**src/rtl/pulse_stretcher_pkg.sv**
```systemverilog
// Shared types and constants for the pulse stretcher.
package pulse_stretcher_pkg;

    typedef enum logic {
        IDLE   = 1'b0,
        ACTIVE = 1'b1
    } state_t;

    localparam int unsigned ZERO_COUNT = 0;

endpackage : pulse_stretcher_pkg

```
**src/rtl/pulse_stretcher.sv**
```systemverilog
// Turns single-cycle event pulses into a level held for a programmable number
// of cycles, plus a toggle output that flips on every sampled pulse.
module pulse_stretcher
    import pulse_stretcher_pkg::*;
#(
    parameter int unsigned COUNT_WIDTH = 8,
    parameter bit          RETRIGGER   = 1'b0
) (
    input  logic                   clock,
    input  logic                   reset_n,
    input  logic                   pulse_in,
    input  logic [COUNT_WIDTH-1:0] length_in,
    input  logic                   cancel_in,
    output logic                   level_out,
    output logic                   toggle_out,
    output logic                   done_out,
    output logic                   dropped_out
);

    state_t                 r_state;
    logic [COUNT_WIDTH-1:0] r_count;
    logic                   r_level;
    logic                   r_toggle;
    logic                   r_done;
    logic                   r_dropped;

    logic                   w_len_nonzero;
    logic                   w_count_zero;

    assign w_len_nonzero = (length_in != COUNT_WIDTH'(ZERO_COUNT));
    assign w_count_zero  = (r_count == COUNT_WIDTH'(ZERO_COUNT));

    always_ff @(posedge clock or negedge reset_n) begin
        if (!reset_n) begin
            r_state   <= IDLE;
            r_count   <= '0;
            r_level   <= 1'b0;
            r_toggle  <= 1'b0;
            r_done    <= 1'b0;
            r_dropped <= 1'b0;
        end else begin
            r_done    <= 1'b0;
            r_dropped <= 1'b0;

            if (pulse_in) begin
                r_toggle <= ~r_toggle;
            end

            case (r_state)
                IDLE: begin
                    if (pulse_in && w_len_nonzero) begin
                        r_state <= ACTIVE;
                        r_level <= 1'b1;
                        r_count <= length_in - COUNT_WIDTH'(1);
                    end
                end

                ACTIVE: begin
                    if (cancel_in) begin
                        r_state <= IDLE;
                        r_level <= 1'b0;
                        r_count <= '0;
                    end else if (RETRIGGER && pulse_in && w_len_nonzero) begin
                        r_count <= length_in - COUNT_WIDTH'(1);
                    end else begin
                        // A rejected pulse still lets the stretch expire this cycle.
                        if (!RETRIGGER && pulse_in) begin
                            r_dropped <= 1'b1;
                        end
                        if (w_count_zero) begin
                            r_state <= IDLE;
                            r_level <= 1'b0;
                            r_done  <= 1'b1;
                        end else begin
                            r_count <= r_count - COUNT_WIDTH'(1);
                        end
                    end
                end

                default: begin
                    r_state <= IDLE;
                    r_level <= 1'b0;
                    r_count <= '0;
                end
            endcase
        end
    end

    assign level_out   = r_level;
    assign toggle_out  = r_toggle;
    assign done_out    = r_done;
    assign dropped_out = r_dropped;

endmodule : pulse_stretcher

```
**config.mk**
```make
export PLATFORM = sky130hd
export DESIGN_NAME = pulse_stretcher
export DESIGN_NICKNAME = d
export VERILOG_FILES = /design/src/rtl/pulse_stretcher_pkg.sv /design/src/rtl/pulse_stretcher.sv
export SDC_FILE = /design/constraint.sdc
export NUM_CORES = 1
export LEC_CHECK = 0
export ABC_AREA = 1
export ABC_CLOCK_PERIOD_IN_PS = 3800
export CORE_MARGIN = 2
export CORE_UTILIZATION = 40
export DETAILED_ROUTE_END_ITERATION = 8
export GPL_TIMING_DRIVEN = 0
export HOLD_SLACK_MARGIN = 0.03
export MAX_ROUTING_LAYER = met4
export PLACE_DENSITY = 0.61
export REMOVE_ABC_BUFFERS = 1
export SETUP_SLACK_MARGIN = 0.15
export SYNTH_ARGS = -nofsm -noshare
export SYNTH_HDL_FRONTEND = slang
export SYNTH_SLANG_ARGS = --single-unit
```
**constraint.sdc**
```tcl
create_clock -name clock -period 3.8 [get_ports clock]
set_input_delay 0.57 -clock clock [delete_from_list [all_inputs] [get_ports clock]]
set_output_delay 0.57 -clock clock [all_outputs]
set_load 0.02 [all_outputs]
```
# After elaboration in Yosys (flattened, before gate mapping)
# Index checks and enable logic that the tools add are counted.
[totals]
reg_bits = 13
in_bits = 12
output_inout_bits = 4
elab_cells = 36
[op_classes]
n_addsub = 2
eq_ne = 3
n_mux = 18
bitwise = 2
reduce_logical = 5
[ops]
columns = ["cell", "n"]
rows = [
  ["2-to-1 mux 8 bit", 3],
  ["case mux 8 bit (2 select lines)", 1],
  ["subtractor 8 x 1 -> 8 bit (second input constant)", 2],
  ["2-to-1 mux 1 bit", 12],
  ["logical NOT 8 bit", 1],
  ["nonzero test 8 bit", 1],
  ["case mux 1 bit (2 select lines)", 2],
  ["AND reduction 2 bit", 2],
  ["!= test 3 x 2 -> 1 bit (second input constant)", 1],
  ["!= test 3 bit (second input constant)", 1],
  ["!= test 2 bit (second input constant)", 1],
  ["inverter 1 bit", 2],
  ["logical AND 1 bit", 1],
]

# Depth between registers and ports, before layout
[depth]
depth_word = 4
depth_mapped = 9
depth_no_buf = 9

# Worst setup path after synthesis
# OpenSTA, ideal clock, no wires.
[synth_path]
path_type = "input-to-reg"
start = "input port length_in[0]"
end = "register r_count[1]"
setup_ns = 0.126
arrival_time_ns = 1.312
required_time_ns = 3.674
slack_ns = 2.362
stages = 7
n_path_buf = 0
path_cell_list = "inv_1 -> ha_1 -> nand3_1 -> o21ai_2 -> nand2_2 -> nand2_4 -> o21ai_0"
[synth_between]
elab_chain_cells = 4
word_cells_on_any_way = 7
cone_classes = "add/sub (1); eq/ne (1); mux (2); reduce/logical (3)"
[synth_rtl]
columns = ["item", "line", "source"]
rows = [
  ["from (decl)", "pulse_stretcher.sv:12", "input logic [COUNT_WIDTH-1:0] length_in,"],
  ["branches (longest 4 deep; another with subtractor 8 x 1 -> 8 bit)", "--", ""],
  ["to (signal assigned)", "pulse_stretcher.sv:54", "r_count <= length_in - COUNT_WIDTH'(1);"],
  ["to (signal assigned)", "pulse_stretcher.sv:64", "r_count <= length_in - COUNT_WIDTH'(1);"],
  ["to (signal assigned)", "pulse_stretcher.sv:75", "r_count <= r_count - COUNT_WIDTH'(1);"],
  ["to (decl)", "pulse_stretcher.sv:21", "logic [COUNT_WIDTH-1:0] r_count;"],
]
# Several ways; the timed one is not identified. The select of a mux whose other input is x is not followed.
# A chain may end at the register's enable or synchronous reset.

# Final worst setup path
[layout_path]
start = "register r_toggle (netlist: toggle_out)"
end = "output port toggle_out"
[layout_lines]
columns = ["item", "line", "source"]
rows = [
  ["from (decl)", "pulse_stretcher.sv:23", "logic r_toggle;"],
  ["from (signal assigned)", "pulse_stretcher.sv:46", "r_toggle <= ~r_toggle;"],
  ["to (decl)", "pulse_stretcher.sv:15", "output logic toggle_out,"],
]
# No word-level cell between the ends.

==> metrics.yaml <==
detailed_routing:
  vias: 954
  drt-vias-per-instance: 4.995
  final_antenna_net_count: 0
  drtIter0Drc: 14
  post_drt_wl_per_cell_um: 11.54
  drt-pass1-iter-count: 4
  drt_wl_total_um: 2204
  drcViolationCount: 0
timing:
  worst_clock_skew_ns: 0.0005604
  setup_ws_ns: 1.984
  setup_viol: 0
  fmax_ghz: 0.5507
  fin_crit_sh_pct: 47.79
  slew_violations: 0
  fin_crit_ns: 1.816
  rsz0062_at_grt: "no"
  relSlewSlack_pct: 60.63
  worst_pin_slew_ns: 0.5887
  hold_violations: 0
  fin_tns_setup_ns: 0
power:
  peakVddDrop_uv: 347.7
  power.total_w: 0.0007521
  power_density_nw_per_um2: 635.4
  leakage_nw: 0.6137
cells_and_area:
  multi_input_area_um2: 560.5
  regArea_um2: 325.3
  final_cells: 191
  nets: 179
  n_fill_cell: 244
  diodes: 0
  drive_gt1_share_pct: 9.816
  syn_to_final_growth_pct: 21.13
  design_area_um2: 1184
clock_tree:
  clock-root-buffer: "clkbuf_4"
  clkLatencyLatePin_ns: 0.28
  holdBufCountCts: 0
  post_cts_resized: 0
  clockBufferDepth: 2
  htreeDepth: 1
  clock_sinks: 13
  cts_tree: "built"
  path_clk_slew_ns: 0.08
  post-cts-setup-buffers: 0
  cts-buffers-inserted: 3
critical_path:
  crit_start: "toggle_out$_DFFE_PN0P_"
  cp_top_family: "buffers and inverters"
  critPathSlowestCell: "clkdlybuf4s50_1"
  cp.required_ns: 3.23
  critPathArrivalTime_ns: 1.25
  path_max_fanout: 2
  worst_setup_path_start_kind: "flop"
  worst-path-buf-inv: 1
  critical_path_class: "reg -> out"
  cp_cell_sequence: "clkdlybuf4s50_1"
  worstReg2RegStart: "r_count[0]$_DFFE_PN0P_"
  end_kind: "output port"
  crit_path_max_incr_delay_ns: 0.61
synth:
  postSynthAreaPerCell_um2: 6.739
  synth_edf_count: 0
  synthTopCellsByArea: "dfrtp_1 (33%), nand2_1 (18%), inv_1 (7.7%)"
  synth_top_cell_by_area: "dfrtp_1"
  synth-seq-cells: 13
  synth.most_common_cell: "nand2_1"
  seq_area_frac_synth_pct: 33.29
  synth_warnings: 0
  synth_common_cells: "nand2_1 (47), inv_1 (20), nand3_1 (15)"
  async_reset_ff_share_pct: 100.0
  synth_flop_cell: "dfrtp_1"
  ys_types: 27
  synth.top_cell.area_share_pct: 33.29
  syn-instance-count: 145
  syn_area_um2: 977.2
outcome:
  outcome: "finished clean"
placement:
  gp_congestion: 0.8541
  placed_cells: 187
  placed_area_um2: 1157
  dp_slack_ns: 1.752
  portBuffers: 15
  place_hpwl_um: 1781
global_route:
  grt_pass1_wl_um: 3912
  grt_max_degree: 14
  grt_use_total_pct: 20.10
  grt-ovfl-total: 0
  antenna_found_initial: 0
  grt_pass1_vias: 939
floorplan:
  rows: 17
  initial_core_util_pct: 43.34
  core_um2: 2255
  die_area_um2: 2854
  die_x_um: 53.43
  ios: 16
  die_h_um: 53.43
run:
  drv_cap: 0
min_path:
  hold_class: "reg -> reg"
  min_from: "toggle_out$_DFFE_PN0P_"
kinds of logic after synthesis:
| group | share of synthesized area [%] |
|---|---|
| AO/OA/AOI/OAI | 11.14 |
| XOR/XNOR | 1.793 |
| adder cells (fa/ha/maj) | 3.842 |
| buffers and inverters | 9.346 |
| flip-flops | 33.29 |
| AND/OR/NAND/NOR | 40.59 |
final cells by class:
type	count	area share, %
multi-input combinational	108	47.36
sequential	13	27.48
timing repair buffer	15	12.68
inverter	23	7.294
tap	28	2.960
clock buffer	4	2.220
state kept, by name, indices dropped and copies added, names as in the netlist:
register and count:
r_count 8, r_state 1, done_out 1, toggle_out 1, dropped_out 1, level_out 1
layout by cell type (no fill, tap or decap), types with 2 or more instances in the layout:
| cell | Yosys | final |
|---|---|---|
| a21oi_1 | 2 | 2 |
| clkbuf_4 | 0 | 3 |
| clkdlybuf4s50_1 | 0 | 15 |
| dfrtp_1 | 13 | 13 |
| ha_1 | 3 | 3 |
| inv_1 | 20 | 20 |
| inv_2 | 3 | 3 |
| nand2_1 | 47 | 47 |
| nand2_2 | 2 | 2 |
| nand3_1 | 15 | 15 |
| nand4_1 | 2 | 2 |
| nor2_1 | 13 | 13 |
| o21ai_0 | 8 | 8 |
| o21ai_1 | 2 | 2 |
power breakdown:
part | total, W | leakage [nW] | internal (W) | switching (W)
combinational | 0.000419 | 0.436 | 0.000154 | 0.000265
clock | 0.0000859 | 0.0150 | 0.0000408 | 0.0000451
sequential | 0.000247 | 0.163 | 0.000197 | 0.0000504
path summary, 6_finish.rpt:
kind	end	slack [ns]	cells past startpoint
worst min-delay path	toggle_out$_DFFE_PN0P_	0.47	1
worst max-delay path	toggle_out	1.98	1
worst max register to register	level_out$_DFFE_PN0P_	2.37	7
worst min register to register	toggle_out$_DFFE_PN0P_	0.47	1
max in group asynchronous	level_out$_DFFE_PN0P_	2.76	1
min in group asynchronous	toggle_out$_DFFE_PN0P_	0.66	1
per-layer routing:
| metal | part of all wire, % | up-vias | wire (µm) | GRT usage [%] |
|---|---|---|---|---|
| met5 | 0 | - | 0 | - |
| met4 | 1.3 | 0 | 29 | 6.410 |
| met3 | 5.0 | 4 | 111 | 5.932 |
| met2 | 49 | 20 | 1088 | 33.95 |
| met1 | 44 | 428 | 976 | 22.64 |
| li1 | - | 502 | - | - |
through the flow:
step / utilization (%) / hold WS (ns)
6_report: 52.50 / 0.4658
5_1_grt: 52.50 / 0.4997
4_1_cts: 52.50 / 0.4763
3_5_place_dp: 51.33 / 0.4617
3_3_place_gp: 51.33 / 0.4544
2_1_floorplan: - / 0.2744
Note: power is estimated with default switching activity, not from simulation.
